==> config.mk <==
export PLATFORM = sky130hd
export DESIGN_NAME = interrupt_arbiter
export DESIGN_NICKNAME = d
export VERILOG_FILES = /design/src/rtl/interrupt_arbiter.sv
export SDC_FILE = /design/constraint.sdc
export NUM_CORES = 1
export LEC_CHECK = 0
export ABC_AREA = 1
export CAP_MARGIN = 20
export CORE_MARGIN = 2
export CORE_UTILIZATION = 30
export CTS_CLUSTER_SIZE = 10
export DETAILED_ROUTE_END_ITERATION = 12
export PLACE_DENSITY_LB_ADDON = 0.25
export SYNTH_ARGS = -nofsm -noshare
export SYNTH_HDL_FRONTEND = slang
export SYNTH_SLANG_ARGS = --single-unit
==> constraint.sdc <==
create_clock -name cpu_clock_i -period 1 [get_ports cpu_clock_i]
set_input_delay 0.2 -clock cpu_clock_i [delete_from_list [all_inputs] [get_ports cpu_clock_i]]
set_output_delay 0.2 -clock cpu_clock_i [all_outputs]
set_load 0.005 [all_outputs]
==> src/rtl/interrupt_arbiter.sv <==
`default_nettype none
// ============================================================================
//  Module   : interrupt_arbiter
//  Purpose  : Machine-interrupt arbiter. Keeps a pending vector fed by level-
//             and edge-triggered sources, selects the highest-index enabled
//             pending source, and presents it to the commit unit. The request
//             is held until it is acknowledged or withdrawn.
//  Ports    : cpu_clock_i              - clock, rising edge
//             cpu_reset_i              - synchronous active-high reset
//             current_privilege_mode_i - 1 = M-mode, 0 = lower privilege
//             mie_i                    - mstatus.MIE global enable
//             int_en_i  [NUM_SRC]      - per-source enable (mie CSR)
//             irq_i     [NUM_SRC]      - raw interrupt lines
//             int_ack_i                - commit unit took the interrupt
//             int_o                    - registered interrupt request
//             int_type_o[CAUSE_W]      - registered cause of the request
//             mip_o     [NUM_SRC]      - registered pending vector
//  Revision : 1.0 - initial release
// ============================================================================
module interrupt_arbiter #(
    parameter int                           NUM_SRC   = 3,
    parameter int                           CAUSE_W   = 4,
    parameter logic [NUM_SRC*CAUSE_W-1:0]   CAUSE_MAP = {4'd11, 4'd3, 4'd7},
    parameter logic [NUM_SRC-1:0]           EDGE_MASK = '0
) (
    input  logic                cpu_clock_i,
    input  logic                cpu_reset_i,
    input  logic                current_privilege_mode_i,
    input  logic                mie_i,
    input  logic [NUM_SRC-1:0]  int_en_i,
    input  logic [NUM_SRC-1:0]  irq_i,
    input  logic                int_ack_i,
    output logic                int_o,
    output logic [CAUSE_W-1:0]  int_type_o,
    output logic [NUM_SRC-1:0]  mip_o
);

    localparam int c_IDX_W = (NUM_SRC > 1) ? $clog2(NUM_SRC) : 1;

    typedef enum logic [0:0] {
        ST_IDLE = 1'b0,
        ST_REQ  = 1'b1
    } state_t;

    state_t               r_state;
    state_t               w_state_nxt;
    logic [NUM_SRC-1:0]   r_pend;
    logic [NUM_SRC-1:0]   w_pend_nxt;
    logic [NUM_SRC-1:0]   w_cand;
    logic [c_IDX_W-1:0]   r_sel;
    logic [c_IDX_W-1:0]   w_sel_nxt;
    logic [c_IDX_W-1:0]   w_top_idx;
    logic [CAUSE_W-1:0]   r_cause;
    logic [CAUSE_W-1:0]   w_cause_nxt;
    logic [CAUSE_W-1:0]   w_top_cause;
    logic                 w_gate;
    logic                 w_any;
    logic                 w_sel_live;
    logic                 w_accept;

    // Interrupts are always taken below M-mode; in M-mode only with MIE set.
    assign w_gate = (~current_privilege_mode_i) | mie_i;
    assign w_cand = r_pend & int_en_i;
    assign w_any  = |w_cand;

    // Highest set index wins: later iterations overwrite earlier ones.
    always_comb begin
        w_top_idx   = '0;
        w_top_cause = '0;
        for (int i = 0; i < NUM_SRC; i++) begin
            if (w_cand[i]) begin
                w_top_idx   = c_IDX_W'(i);
                w_top_cause = CAUSE_MAP[i*CAUSE_W +: CAUSE_W];
            end
        end
    end

    // Is the source currently being presented still an enabled candidate?
    always_comb begin
        w_sel_live = 1'b0;
        for (int i = 0; i < NUM_SRC; i++) begin
            if (r_sel == c_IDX_W'(i)) begin
                w_sel_live = w_cand[i];
            end
        end
    end

    // ------------------------------------------------------------------
    // Pending vector. Level sources simply follow the line; edge sources
    // keep a previous-value flop and stay pending until their own ack.
    // A fresh edge coinciding with the ack keeps the bit set.
    // ------------------------------------------------------------------
    for (genvar i = 0; i < NUM_SRC; i++) begin : g_src
        if (EDGE_MASK[i]) begin : g_edge
            logic r_prev;
            logic w_clr;

            always_ff @(posedge cpu_clock_i) begin
                if (cpu_reset_i) begin
                    r_prev <= 1'b0;
                end else begin
                    r_prev <= irq_i[i];
                end
            end

            assign w_clr         = w_accept && (r_sel == c_IDX_W'(i));
            assign w_pend_nxt[i] = (irq_i[i] & ~r_prev) | (r_pend[i] & ~w_clr);
        end else begin : g_level
            assign w_pend_nxt[i] = irq_i[i];
        end
    end

    always_ff @(posedge cpu_clock_i) begin
        if (cpu_reset_i) begin
            r_pend <= '0;
        end else begin
            r_pend <= w_pend_nxt;
        end
    end

    // ------------------------------------------------------------------
    // Request FSM
    // ------------------------------------------------------------------
    always_ff @(posedge cpu_clock_i) begin
        if (cpu_reset_i) begin
            r_state <= ST_IDLE;
            r_sel   <= '0;
            r_cause <= '0;
        end else begin
            r_state <= w_state_nxt;
            r_sel   <= w_sel_nxt;
            r_cause <= w_cause_nxt;
        end
    end

    always_comb begin
        w_state_nxt = r_state;
        w_sel_nxt   = r_sel;
        w_cause_nxt = r_cause;
        w_accept    = 1'b0;
        case (r_state)
            ST_IDLE: begin
                // An ack seen here is stale and deliberately ignored.
                if (w_gate && w_any) begin
                    w_state_nxt = ST_REQ;
                    w_sel_nxt   = w_top_idx;
                    w_cause_nxt = w_top_cause;
                end
            end
            ST_REQ: begin
                // Selection is frozen while requesting; ack beats withdraw.
                if (int_ack_i) begin
                    w_accept    = 1'b1;
                    w_state_nxt = ST_IDLE;
                end else if (!w_gate || !w_sel_live) begin
                    w_state_nxt = ST_IDLE;
                end
            end
            default: begin
                w_state_nxt = ST_IDLE;
            end
        endcase
    end

    assign int_o      = (r_state == ST_REQ);
    assign int_type_o = r_cause;
    assign mip_o      = r_pend;

endmodule
`default_nettype wire

After elaboration in Yosys (flattened, before gate mapping)
Index checks and enable logic that the tools add are counted.
{"block": "totals", "output_inout_bits": 8, "inputBits": 11, "wordCells": 29, "reg_bits": 10}
{"block": "classes", "eq_ne": 2, "muxes": 12, "bitwise_logic": 4, "reduce_logical": 7}
{"cell": "$mux 1", "count": 7}
{"cell": "$mux 3", "count": 2}
{"cell": "$mux 4", "count": 1}
{"cell": "$and 3x3->3", "count": 1}
{"cell": "$reduce_or 3->1", "count": 1}
{"cell": "$eq 2x1->1 const B", "count": 1}
{"cell": "$eq 2x2->1 const B", "count": 1}
{"cell": "$logic_not 1->1", "count": 2}
{"cell": "$logic_not 2->1", "count": 1}
{"cell": "$mux 2", "count": 1}
{"cell": "$not 1->1", "count": 2}
{"cell": "$pmux 1 s2", "count": 1}
{"cell": "$reduce_and 2->1", "count": 1}
{"cell": "$logic_and 1x1->1", "count": 1}
{"cell": "$logic_or 1x1->1", "count": 1}
{"cell": "$or 1x1->1", "count": 1}

Longest topological paths before layout
Gate-level depths: netlist of the first run.
{"block": "depth", "ltp_word": 9, "mapped_depth": 6}

Worst setup path before layout of the first run
Ideal clock, no wire load.
{"block": "synth_path", "path_type": "flip-flop to flip-flop", "startpoint": "register r_pend[1] (netlist: mip_o[1])", "endpoint": "register r_sel[0]", "path_stages_with_launch": 6, "t_arrival_ps": 751, "period_less_slack_ps": 817, "setup_slack_ps": 183, "required_time_ps": 934, "cell_sequence": "dfxtp_1 nand2_1 nand3_2 nand2_4 nand2_2 a21oi_2"}
{"block": "synth_via", "elab_chain_cells": 4, "word_cells_on_any_way": 6, "cone_classes": "mux (2); bitwise (1); reduce/logical (3)"}
{"element": "start: declaration", "line_no": "47", "source": "logic [NUM_SRC-1:0] r_pend;"}
{"element": "start signal: assignment", "line_no": "117", "source": "r_pend <= w_pend_nxt;"}
{"element": "$and 3x3->3 (*)", "line_no": "63", "source": "assign w_cand = r_pend & int_en_i;"}
{"element": "$reduce_or 3->1", "line_no": "64", "source": "assign w_any = |w_cand;"}
{"element": "$logic_and 1x1->1", "line_no": "144", "source": "if (w_gate && w_any) begin"}
{"element": "$reduce_and 2->1 (no source line)"}
{"element": "end signal: assignment", "line_no": "131", "source": "r_sel <= w_sel_nxt;"}
{"element": "end: declaration", "line_no": "50", "source": "logic [c_IDX_W-1:0] r_sel;"}
Every way passes the cells marked *; elsewhere a longest branch is shown, timed or not.
A chain may end at the register's enable or synchronous reset.

Worst setup path in the final report of the first run
{"block": "layout_path", "startpoint": "register r_pend[0] (netlist: mip_o[0])", "endpoint": "output port mip_o[0]"}
{"element": "end: declaration", "line_no": "35", "source": "output logic [NUM_SRC-1:0] mip_o"}
No word-level cell between the ends.

==> results of run 1 <==
worst register-to-register path, stage by stage (launching register included):
cell	delay, ns
dfxtp_2	0.32
buf_4	0.14
nand2_4	0.08
nand3_4	0.08
nand2_4	0.09
nand2_2	0.05
a21oi_2	0.13
state kept, by name, indices dropped and copies added (netlist names):
register and cells:
int_o 1, mip_o 3, int_type_o 2, r_sel 2
power by group:
part / switching [mW] / internal (mW) / total [mW] / leakage (nW)
clock network: 0.115 / 0.138 / 0.253 / 0.0138
registers: 0.0100 / 0.339 / 0.349 / 0.0675
logic: 0.0779 / 0.101 / 0.179 / 0.240
Yosys cell counts:
cell type / count
inv_1: 9
dfxtp_1: 8
nand2_1: 6
a21oi_2: 5
nor2_1: 5
nand3_1: 4
nand2_2: 3
buf_4: 2
nor2_4: 2
buf_2: 1
nand2_4: 1
nand3_2: 1
nor3_1: 1
o21a_1: 1
o21ai_2: 1
timing repair:
item	CTS	global route
pin swaps	0	3
setup endpoints to repair	9	9
resized for setup	22	14
buffers inserted	0	0
through the flow:
step | power [mW] | util, %
floorplan | 0.4375 | -
global placement | 0.5394 | 49.76
detailed placement | 0.5409 | 49.76
CTS | 0.7925 | 52.19
global route | 0.8235 | 51.31
finish | 0.7808 | 51.31
worst min path at each step:
stage,to,slack [ns],cells after the start
final,mip_o[2],0.44,3
after global routing,mip_o[2],0.48,3
after CTS,mip_o[0],0.44,3
after detailed placement,int_type_o[2],0.45,1
after global placement,int_type_o[2],0.45,1
after floorplan,mip_o[0],0.31,2
cell type report:
class                      instances  share of cell area (%)
timing repair buffer              24                   31.31
clock buffer                       3                   3.416
inverter                           9                   5.123
multi-input combinational         30                   32.07
tap                               15                   2.846
sequential                         8                   25.24
routing by layer:
metal  wire length, um  global-route usage [%]  part of all wire [%]  vias to the layer above
met3                66                   3.261                   7.9                        4
met4                27                   12.50                   3.2                        0
met2               413                   17.86                    50                       17
met5                 0                       0                     0                        -
li1                  -                       -                     -                      204
met1               325                   13.49                    39                      156
cells by family after synthesis:
group / synth area share [%]
AOI/OAI and AO/OA: 14.91
buffers and inverters: 13.35
DFF: 39.75
and+or+nand+nor: 31.99
==> out/results.txt, run 1 <==
Filler cells - 131
Clock slew at reported path FFs - 0.06 ns
Initial antenna violation count - 0
Cell Pwr Density - 1184 mW/mm^2
Slowest cell on crit path - dfxtp_2
Worst vdd ir - 0.0006455 V
Nets - 87
Lkg Pwr - 0.3209 nW
Share of cells above drive strength 1 - 51.35%
Layout Cells excl Fill - 89
Hold Crit Class - in2reg
Hold Vio Cnt, Final - 0
Max Root-Sink Buffers - 2
RR Startpoint - mip_o[1]
Synthesized net count - 61
Initial Util - 31.35%
Core area - 0.001285 sq mm
Worst hold margin - 0.4443 ns
# Max-Cap Violations - 0
Clock skew - 0.006732 ns
TritonCTS Buffers - 3
Commonest non-fill, non-tap cells in the layout - 9 x clkdlybuf4s50_1, 8 x inv_1, 7 x clkbuf_2
Slew Limit Fails - 0
Synth Warn # - 0
Design Area, Final - 659.4 sq um
Final Setup Violations - 0
Cells after DPL - 86
Largest net degree at the start of global routing - 9
DP HPWL - 619.4 um
Detailed Route WL - 833 um
GRT overflow - 0
Final WS setup - 0.02625 ns
Chip width - 40.65 um
Worst R2R End - r_sel[0]
Crit. End Element - output port
GRT Overall Usage - 12.10%
#FFs+latches synth - 8
Synth top area share - 39.75%
Crit path launch - mip_o[0]
CP Depth - 1
Number of DRC markers in iteration 0 - 3
Vias in the first global route - 315
Placed Area - 639.4 sq um
CTS tree - built
Most common cell after layout, fill and taps aside - clkdlybuf4s50_1
Path type of the worst setup path - reg2out
FP Rows - 13
Hold_buf cts - 0
Reg2Reg Setup Slack - 0.05 ns
Crit-path max FO - 2
Setup WS pre-CTS - -0.2194 ns
Worst-margin pin slew - 0.1588 ns
I/O Buffers - 18
Leading post-synthesis cells by cell area - dfxtp_1 40%, a21oi_2 11%, inv_1 8.4%
Die ar. - 0.001652 sq mm
Status - finished, final reports clean
Storage element area - 166.4 sq um
Area growth, synth to finish - 63.66%
Synth Cell Area - 402.9 sq um
Buf/Inv on CP - 1
Total number of vias - 381
Routability-driven placement congestion ratio - 0.7480
Insertion delay to the later sink of the worst-skew pair - 0.26 ns
Htree depth - 1
Min Clock Period, post-route - 0.9738 ns
Cell family with most CP delay - flip-flops
Mapped Cells - 50
Root Buffer - clkbuf_4
Startpoint types - flip-flop
CTS Sinks - 8
Post-synthesis sequential area ratio - 39.75%
CP Data Arrival Time - 0.77 ns
Remaining antenna violation count - 0
ANT cells - 0
Unrepaired setup endpoints after global routing - true
DRC - 0
Synth unique cells - 15
Total negative slack - 0 ns
Largest stage delay, worst path - 0.32 ns
Area of the multi-input gates - 211.5 sq um
Slew margin rel. - 89.33%
Crit path required time - 0.80 ns
Global-route wire length before repair - 1.207 mm
Routed vias/inst - 4.281
Final worst path period share - 97.38%
Post-synthesis area per instance - 8.058 sq um
I/O Pins - 19
HP Start - irq_i[2]
Wire length per cell - 9.360 um
Synth area leader - dfxtp_1
Crit-path cells - clkdlybuf4s15_2
Crit path to - mip_o[0]
Max Freq - 1.027 GHz
Height of the die - 40.65 um
Drt pass-1 iters - 2
FF-to-FF path depth - 6
Power figures use the tool's default switching activity.
==> run 2, diff against run 1 <==
- PLACE_DENSITY: default -> 0.59
- PLACE_DENSITY_LB_ADDON: 0.25 -> default
- SLEW_MARGIN: default -> 20
==> out/results.txt, run 2 (same netlist as run 1, synthesis figures left out) <==
Slowest cell on crit path - dfxtp_2
Crit path launch - int_type_o[2]
Int Pwr - 0.5720 mW (-0.98%)
Buf/Inv on CP - 1 (unchanged)
Largest register FFs - 3 (unchanged)
DRC - 0 (unchanged)
Height of the die - 40.65 um (unchanged)
Reg2Reg Setup Slack - 0.07 ns (+0.02 ns)
Min Clock Period, post-route - 0.9697 ns (-0.004066 ns)
Slew margin rel. - 87.93% (-1.4 points)
I/O Pins - 19 (unchanged)
Root Buffer - clkbuf_4
Cell family with most CP delay - flip-flops
Vias in the first global route - 340 (+7.9%)
Total negative slack - 0 ns (unchanged)
Worst R2R End - r_sel[0]
GRT overflow - 0 (unchanged)
Overall power - 0.7720 mW (-1.1%)
Drt pass-1 iters - 2 (unchanged)
Cell Pwr Density - 1210 mW/mm^2 (+2.2%)
Die ar. - 0.001652 sq mm (unchanged)
DP HPWL - 695.1 um (+12%)
Chip width - 40.65 um (unchanged)
Crit. End Element - output port
CTS tree - built
Worst-margin pin slew - 0.1807 ns (+0.02194 ns)
Max Root-Sink Buffers - 2 (unchanged)
Lkg Pwr - 0.3173 nW (-1.1%)
Htree depth - 1 (unchanged)
Unrepaired setup endpoints after global routing - false
Worst vdd ir - 0.0007434 V (+15%)
Largest net degree at the start of global routing - 5 (-4)
Final worst path period share - 96.97% (-0.41 points)
HP Start - mie_i
Initial Util - 31.35% (unchanged)
Max Freq - 1.031 GHz (+0.42%)
Detailed Route WL - 842 um (+1.1%)
# Max-Cap Violations - 0 (unchanged)
Net Sw Power - 0.2000 mW (-1.5%)
Wire length per cell - 9.356 um (about the same)
Clock power frac - 32.8% (+0.4 points)
Nets - 88 (+1.1%)
Routability-driven placement congestion ratio - 0.7843 (+4.9%)
FF-to-FF path depth - 6 (unchanged)
Number of DRC markers in iteration 0 - 2 (-1)
Net Sw Frac - 25.91% (-0.11 points)
Core area - 0.001285 sq mm (unchanged)
Remaining antenna violation count - 0 (unchanged)
I/O Buffers - 18 (unchanged)
Crit path required time - 0.80 ns (about the same)
Clock skew - 0.0009742 ns (-0.005758 ns)
Final WS setup - 0.03031 ns (+0.004066 ns)
Path type of the worst setup path - reg2out
FP Rows - 13 (unchanged)
Clock slew at reported path FFs - 0.06 ns (about the same)
Area growth, synth to finish - 58.39%
Hold Crit Depth - 4 (+1)
Share of cells above drive strength 1 - 50.67% (-0.68 points)
Routed vias/inst - 4.244 (-0.85%)
Insertion delay to the later sink of the worst-skew pair - 0.25 ns (about the same)
Global-route wire length before repair - 1.380 mm (+14%)
Slew Limit Fails - 0 (unchanged)
Post-CTS Setup Inserts - 0 (unchanged)
Largest stage delay, worst path - 0.32 ns (about the same)
Hold Vio Cnt, Final - 0 (unchanged)
CTS Sinks - 8 (unchanged)
CP Data Arrival Time - 0.77 ns (about the same)
Crit-path max FO - 2 (unchanged)
Hold endpoint - int_type_o[2]
Sequential share of power - 45.3% (+0.6 points)
Combinational share of power - 21.9% (-1.0 points)
Initial antenna violation count - 0 (unchanged)
Layout Cells excl Fill - 90 (+1.1%)
Final core utilization - 49.66% (-1.7 points)
ANT cells - 0 (unchanged)
Hold Crit Class - in2reg
Startpoint types - flip-flop
GRT Overall Usage - 13.75% (+1.6 points)
Crit-path cells - clkdlybuf4s15_1
Commonest non-fill, non-tap cells in the layout - 8 x inv_1, 8 x clkdlybuf4s50_1, 7 x buf_4
Cells after DPL - 87 (+1.2%)
Total number of vias - 382 (+0.26%)
Final Setup Violations - 0 (unchanged)
RR Startpoint - mip_o[0]
Status - finished, final reports clean
Setup WS pre-CTS - -0.2208 ns (-0.001438 ns)
TritonCTS Buffers - 3 (unchanged)
-- run 2: cell types whose count changed in the layout (fill, tap and decap cells not counted), sizes merged --
cell           change
buf                +2
clkdlybuf4s50      -1
clkbuf             -1
dlymetal6s2s       +1
-- run 2: layout make-up --
cell class,count,area (sq um)
fillers,138,646.9
repair buffers,25,202.7
multi-input cells,30,193.9
flip-flops and latches,8,166.4
inverters,9,33.78
clock buffers,3,22.52
well taps,15,18.77
-- run 2: worst reg2reg max path: cells and delay by family, from the launching register on --
| kind | cells | cell delay, ns |
|---|---|---|
| AO/OA/AOI/OAI | 1 | 0.11 |
| buffers and inverters | 1 | 0.13 |
| flip-flops | 1 | 0.31 |
| AND/OR/NAND/NOR | 4 | 0.33 |
-- run 2: worst max path at each step --
stage	to	cells after the start	slack [ns]
finish	int_type_o[2]	1	0.03
global route	int_type_o[2]	1	0.001
CTS	mip_o[1]	1	0.0003
detailed placement	r_sel[0]	7	-0.22
global placement	r_sel[0]	6	-0.21
floorplan	r_sel[0]	5	0.18
-- run 2: per-stage QoR --
| step | cell area (sq um) | hold slack (ns) |
|---|---|---|
| floorplan | 402.9 | 0.3070 |
| global placement | 634.4 | 0.4514 |
| detailed placement | 634.4 | 0.4578 |
| CTS | 663.1 | 0.4507 |
| global route | 638.1 | 0.4553 |
| finish | 638.1 | 0.4031 |
-- run 2: metal layers --
layer / GRT usage (%) / up-vias / share of wire, %
met4: 10.00 / 0 / 3.1
met5: 0 / - / 0
met3: 5.435 / 4 / 5.5
met2: 20.63 / 13 / 49
li1: - / 203 / -
met1: 15.67 / 162 / 43
-- run 2: timing repair --
item	CTS	global route
hold endpoints to repair	0	0
pin swaps	0	4
setup endpoints to repair	8	10
gates resized for setup	21	13
gates cloned	0	0
hold buffers	0	0
-- run 2: power groups by stage --
stage          clock network, mW  logic, mW  registers (mW)
3_3_place_gp                   0      0.186           0.354
4_1_cts                    0.262      0.179           0.350
5_1_grt                    0.279      0.187           0.353
2_1_floorplan                  0     0.0780           0.360
6_report                   0.254      0.169           0.349
3_5_place_dp                   0      0.187           0.355
